### config.mk
export PLATFORM = sky130hd
export DESIGN_NAME = vga_sync_to_count
export DESIGN_NICKNAME = d
export VERILOG_FILES = /design/src/rtl/vga_sync_to_count.sv
export SDC_FILE = /design/constraint.sdc
export NUM_CORES = 1
export LEC_CHECK = 0
export BUFFER_PORTS_ARGS = -buffer_cell sky130_fd_sc_hd__buf_4
export CAP_MARGIN = 20
export CORE_MARGIN = 5
export CORE_UTILIZATION = 50
export CTS_CLUSTER_DIAMETER = 40
export CTS_CLUSTER_SIZE = 12
export DETAILED_ROUTE_END_ITERATION = 7
export PLACE_DENSITY_LB_ADDON = 0.05
export SYNTH_ARGS = -nofsm -noshare
export SYNTH_HDL_FRONTEND = slang
export SYNTH_SLANG_ARGS = --single-unit
### constraint.sdc
create_clock -name i_Clk -period 2.3 [get_ports i_Clk]
set_input_delay 0.23 -clock i_Clk [delete_from_list [all_inputs] [get_ports i_Clk]]
set_output_delay 0.23 -clock i_Clk [all_outputs]
set_load 0.02 [all_outputs]
### src/rtl/vga_sync_to_count.sv
// ----------------------------------------------------------------------------
// vga_sync_to_count
//
// Receive-side counterpart of the VGA sync generator. Rebuilds the column/row
// counters from the incoming HSync/VSync and runs a lock state machine that
// checks frame periods are exact. When VGA_HSYNC_CHECK_EN is defined, it also
// checks that line periods are exact.
//
// Optional feature macro: VGA_HSYNC_CHECK_EN (line-period check on HSync).
//
// Ports:
//   i_Clk          pixel clock, everything is synchronous to it
//   i_Rst          synchronous reset, active-high
//   i_HSync        horizontal sync (used only with VGA_HSYNC_CHECK_EN)
//   i_VSync        vertical sync
//   o_Col_Count    regenerated column, 0..TOTAL_COLS-1
//   o_Row_Count    regenerated row, 0..TOTAL_ROWS-1
//   o_Active       locked and inside the visible window
//   o_Locked       lock state machine is in LOCKED
//   o_Frame_Start  1-cycle pulse: counters realigned to (0,0) while LOCKED
//   o_Timing_Err   1-cycle pulse: period violation detected while LOCKED
//
// There is no valid/ready handshake. All outputs are valid on every cycle.
// The pulse outputs are registered, so they line up with the counter and
// state values that the same clock edge produces.
// ----------------------------------------------------------------------------
module vga_sync_to_count #(
    parameter int TOTAL_COLS  = 800,
    parameter int TOTAL_ROWS  = 525,
    parameter int ACTIVE_COLS = 640,
    parameter int ACTIVE_ROWS = 480,
    parameter int LOCK_FRAMES = 2
) (
    input  logic       i_Clk,
    input  logic       i_Rst,
    input  logic       i_HSync,
    input  logic       i_VSync,
    output logic [9:0] o_Col_Count,
    output logic [9:0] o_Row_Count,
    output logic       o_Active,
    output logic       o_Locked,
    output logic       o_Frame_Start,
    output logic       o_Timing_Err
);

    typedef enum logic [1:0] {
        S_UNLOCKED = 2'd0,
        S_ACQUIRE  = 2'd1,
        S_LOCKED   = 2'd2
    } state_t;

    localparam logic [9:0] LP_COL_LAST    = 10'(TOTAL_COLS - 1);
    localparam logic [9:0] LP_ROW_LAST    = 10'(TOTAL_ROWS - 1);
    localparam logic [9:0] LP_ACT_COLS    = 10'(ACTIVE_COLS);
    localparam logic [9:0] LP_ACT_ROWS    = 10'(ACTIVE_ROWS);
    localparam logic [7:0] LP_LOCK_FRAMES = 8'(LOCK_FRAMES);

    state_t     r_State;
    state_t     w_State_Next;
    logic [9:0] r_Col;
    logic [9:0] r_Row;
    logic [9:0] w_Col_Next;
    logic [9:0] w_Row_Next;
    logic [7:0] r_Good;
    logic [7:0] w_Good_Next;
    logic       r_VSync_Prev;
    logic       r_Frame_Start;
    logic       r_Timing_Err;
    logic       w_Frame_Start;
    logic       w_Timing_Err;
    logic       w_V_Err;
    logic       w_V_Rise;
    logic       w_At_End;

    // The previous-sync register resets to 1. If VSync is already high at
    // reset release, it is not treated as a rising edge.
    assign w_V_Rise = i_VSync & ~r_VSync_Prev;
    assign w_At_End = (r_Col == LP_COL_LAST) && (r_Row == LP_ROW_LAST);

    // Counter advance. A VSync rise realigns the counters and takes priority
    // over the normal increment.
    always_comb begin
        w_Col_Next = r_Col + 10'd1;
        w_Row_Next = r_Row;
        if (w_V_Rise) begin
            w_Col_Next = '0;
            w_Row_Next = '0;
        end else if (r_Col == LP_COL_LAST) begin
            w_Col_Next = '0;
            w_Row_Next = (r_Row == LP_ROW_LAST) ? 10'd0 : r_Row + 10'd1;
        end
    end

`ifdef VGA_HSYNC_CHECK_EN
    localparam logic [11:0] LP_LINE_LEN = 12'(TOTAL_COLS);

    logic        r_HSync_Prev;
    logic [11:0] r_Line_Cnt;
    logic        r_Line_Primed;
    logic        w_H_Rise;
    logic        w_H_Err;

    assign w_H_Rise = i_HSync & ~r_HSync_Prev;
    // r_Line_Cnt equals the spacing in clocks since the previous HSync rise.
    assign w_H_Err  = (r_State == S_LOCKED) && w_H_Rise && r_Line_Primed &&
                      (r_Line_Cnt != LP_LINE_LEN);

    always_ff @(posedge i_Clk) begin
        if (i_Rst) begin
            r_HSync_Prev  <= 1'b1;
            r_Line_Cnt    <= '0;
            r_Line_Primed <= 1'b0;
        end else begin
            r_HSync_Prev <= i_HSync;
            if (w_H_Rise) begin
                r_Line_Cnt <= 12'd1;
            end else if (r_Line_Cnt != 12'hFFF) begin
                r_Line_Cnt <= r_Line_Cnt + 12'd1;
            end
            // On entry to ACQUIRE, the next HSync rise only primes the spacing.
            if ((w_State_Next == S_ACQUIRE) && (r_State != S_ACQUIRE)) begin
                r_Line_Primed <= 1'b0;
            end else if (w_H_Rise) begin
                r_Line_Primed <= 1'b1;
            end
        end
    end
`else
    logic w_unused_hsync;
    assign w_unused_hsync = i_HSync;
`endif

    // Lock state machine: next state, good-frame count and pulse requests.
    always_comb begin
        w_State_Next  = r_State;
        w_Good_Next   = r_Good;
        w_Frame_Start = 1'b0;
        w_V_Err       = 1'b0;
        w_Timing_Err  = 1'b0;
        case (r_State)
            S_UNLOCKED: begin
                if (w_V_Rise) begin
                    w_State_Next = S_ACQUIRE;
                    w_Good_Next  = '0;
                end
            end
            S_ACQUIRE: begin
                if (w_V_Rise && w_At_End) begin
                    if (r_Good + 8'd1 == LP_LOCK_FRAMES) begin
                        w_State_Next  = S_LOCKED;
                        w_Good_Next   = '0;
                        w_Frame_Start = 1'b1;
                    end else begin
                        w_Good_Next = r_Good + 8'd1;
                    end
                end else if (w_V_Rise || w_At_End) begin
                    w_Good_Next = '0;
                end
            end
            S_LOCKED: begin
                if (w_V_Rise && w_At_End) begin
                    w_Frame_Start = 1'b1;
                end else if (w_V_Rise) begin
                    w_V_Err      = 1'b1;
                    w_State_Next = S_ACQUIRE;
                    w_Good_Next  = '0;
                end else if (w_At_End) begin
                    w_V_Err      = 1'b1;
                    w_State_Next = S_UNLOCKED;
                    w_Good_Next  = '0;
                end
            end
            default: begin
                w_State_Next = S_UNLOCKED;
                w_Good_Next  = '0;
            end
        endcase
        w_Timing_Err = w_V_Err;
`ifdef VGA_HSYNC_CHECK_EN
        // When both checks fail in the same cycle, there is one error pulse
        // and the VSync check decides the next state.
        if (w_H_Err) begin
            w_Timing_Err = 1'b1;
            if (!w_V_Err) begin
                w_State_Next = S_ACQUIRE;
                w_Good_Next  = '0;
            end
        end
`endif
    end

    always_ff @(posedge i_Clk) begin
        if (i_Rst) begin
            r_State       <= S_UNLOCKED;
            r_Col         <= '0;
            r_Row         <= '0;
            r_Good        <= '0;
            r_VSync_Prev  <= 1'b1;
            r_Frame_Start <= 1'b0;
            r_Timing_Err  <= 1'b0;
        end else begin
            r_State       <= w_State_Next;
            r_Col         <= w_Col_Next;
            r_Row         <= w_Row_Next;
            r_Good        <= w_Good_Next;
            r_VSync_Prev  <= i_VSync;
            r_Frame_Start <= w_Frame_Start;
            r_Timing_Err  <= w_Timing_Err;
        end
    end

    assign o_Col_Count   = r_Col;
    assign o_Row_Count   = r_Row;
    assign o_Locked      = (r_State == S_LOCKED);
    assign o_Active      = (r_State == S_LOCKED) && (r_Col < LP_ACT_COLS) &&
                           (r_Row < LP_ACT_ROWS);
    assign o_Frame_Start = r_Frame_Start;
    assign o_Timing_Err  = r_Timing_Err;

endmodule

==> results.ini <==
[floorplanning]
fp-row-count = 21
chipWidth_um = 70.2
fp.dieH_um = 70.2
initial_utilization_pct = 53.0
die_area_um2 = 4920
ios = 28
core_um2 = 3420

[drt]
routed_wl_mm = 3.92
via_per_inst = 5.47
dr.pass1.iters = 4
ant_nets = 0
first_iter_violations = 61
wl_per_cell_um = 13.5
route.detailed.drc = 0
num_vias = 1593

[logic_synthesis]
synth_common_cells = 33 x dfxtp_1, 23 x nor2_1, 17 x a21oi_1
synth.distinct_cells = 49
synth_area_leaders = dfxtp_1 37%, ha_1 6.2%, xor2_1 5.3%, nor2_1 4.8%, a21oi_1 4.7%
synth_most_common_cell = dfxtp_1
async_flop_share_pct = 0
ys.flop_type = dfxtp_1
yosysSeqAreaShare_pct = 36.5
ys_warn_count = 0
synth_top_cell_by_area = dfxtp_1
synthXorXnorAreaFrac_pct = 7.75
yosysTopAreaCellShare_pct = 36.5
synth_compound_area_share_pct = 12.9
synth-seq-cells = 33
synth_cells = 208
synth_top_family_by_area = simple AND/OR/NAND/NOR gates
synthAdderAreaFrac_pct = 6.22
syn_area_um2 = 1810
syn-num-nets = 221
yosys.area_share.simple_pct = 32.1
synthMuxAreaShare_pct = 0
synth_edf_count = 0
avgSynthCellArea_um2 = 8.70

[final_layout]
area_growth_pct = 19.2
num_antenna_cells = 0
drive_above_1_share_pct = 23.7
finalNetCount = 257
fillerInstances = 328
final_util_pct = 63.2

[critical_path]
path_cells = ha_1 -> nand3_1 -> or3_1 -> nand4_1 -> nor2_1 -> or4_1 -> a21oi_1
worstPathMaxFanout = 6
arrival_ns = 2.45
cp-start-kind = register
crit_type = reg2reg
endpoint_kind = register
slowest_stage = dfxtp_1
reg2regPathDepth = 7
crit_path_max_incr_delay_ns = 0.44
crit_required_ns = 2.56

[power_and_ir_drop]
vdd_ir_drop_max_mv = 0.317
cellPowerDensity_nw_per_um2 = 482
leakagePower_nw = 0.815

[global_route]
grt_usage_pct = 16.5
grt_antenna_before_repair = 0
grt_start_max_net_pins = 16
grt_pass1_wl_mm = 6.83
grt_pass1_vias = 1573
global_route.overflow_total = 0

[worst_hold_path]
hold_depth = 2
hp-class = in2reg

[sta]
worst_pin_slew_ns = 0.418
fin_crit_sh_pct = 95.3
hold_viol = 0
drv_slew = 0
whs_ns = 0.112
max_freq_mhz = 456
relSlewSlack_pct = 72.1
layout_min_cycle_time_ns = 2.19
fin_worst_skew_ns = 0.00799
setup_viol = 0

[clock_tree]
cts.sinks = 33
htreeDepth = 2
cts_buffers = 5
clockRootBuffer = clkbuf_4
cts_tree = done
cts.clk_slew.worst_paths_ns = 0.09
cts_hold_buf = 0
clk_latency_ns = 0.32
clock_path_buffers = 2

[place]
gp_congestion = 0.850
dp_hpwl_mm = 2.92
portBuffers = 26

[run]
cap_viol_max_count = 0

[status]
outcome = finished clean

## layout make-up
type | instances | area (µm²) | share of cell area [%]
inverter | 9 | 33.8 | 1.57
clock buffer | 8 | 48.8 | 2.26
timing repair buffer | 36 | 270 | 12.5
sequential | 33 | 663 | 30.7
tap | 46 | 57.6 | 2.67
multi-input combinational | 159 | 1080 | 50.2
## cells by family (layout without fill, tap and decap cells)
kind of cell / Yosys count / after routing
compound gates: 38 / 38
xor+xnor: 16 / 16
fa+ha+maj: 9 / 9
buf+inv: 16 / 53
flops: 33 / 33
simple gates: 96 / 96
## sequential cells by signal (all words and copies together) (netlist names)
signal,cells
o_Frame_Start,1
o_Col_Count,10
o_Timing_Err,1
r_State,2
r_Good,8
o_Row_Count,10
r_VSync_Prev,1
## path summary, 6_finish.rpt
check                       from             end  slack (ns)
hold reg to reg   o_Col_Count[0]  o_Col_Count[0]        0.45
setup / recovery       r_Good[0]       r_Good[1]        0.11
hold / removal           i_VSync    r_VSync_Prev        0.11
setup reg to reg       r_Good[0]       r_Good[1]        0.11
## layer usage
metal  routed length, µm  vias to the layer above  track usage (%)
met2                1930                       32             28.2
li1                    -                      822                -
met1                1760                      733             19.9
met5                   0                        -                0
met3                 176                        6             4.02
met4                  52                        0             6.38
## critical path, delay by kind of cell (launching register included)
family                   cells  cell delay (ns)
adder cells (fa/ha/maj)      1             0.26
AND/OR/NAND/NOR              5             1.28
flip-flops                   1             0.44
AO/OA/AOI/OAI                1             0.15
## timing repair
| action | CTS | global route |
|---|---|---|
| gates resized for setup | 0 | 2 |
| endpoints found under the setup margin | 0 | 4 |
| setup buffers | 0 | 1 |
## where the power goes
group	internal (W)	switching (W)
clock	0.000122	0.000181
combinational	0.0000606	0.0000810
sequential	0.000583	0.0000112
total	0.000765	0.000274
## metrics by stage
stage	instances	instance area, µm²	power (W)	setup slack, ns	setup TNS (ns)
after floorplan	208	1810	0.000708	0.0321	0
after global placement	282	2090	0.000744	0.237	0
after detailed placement	282	2090	0.000750	0.207	0
after CTS	290	2130	0.00106	0.157	0
after global routing	291	2160	0.00110	-0.0158	-0.0346
final	291	2160	0.00104	0.109	0
## placed cells by master, fill, tap and decap left out, types with 8 or more instances in the layout
| cell | count |
|---|---|
| ha_1 | 8 |
| nand3_1 | 9 |
| o21ai_0 | 9 |
| nor2_1 | 23 |
| xor2_1 | 11 |
| nand4_1 | 10 |
| a21oi_1 | 17 |
| buf_4 | 36 |
| nand2_1 | 12 |
| inv_1 | 9 |
| dfxtp_1 | 31 |
(Power assumes the default switching activity.)
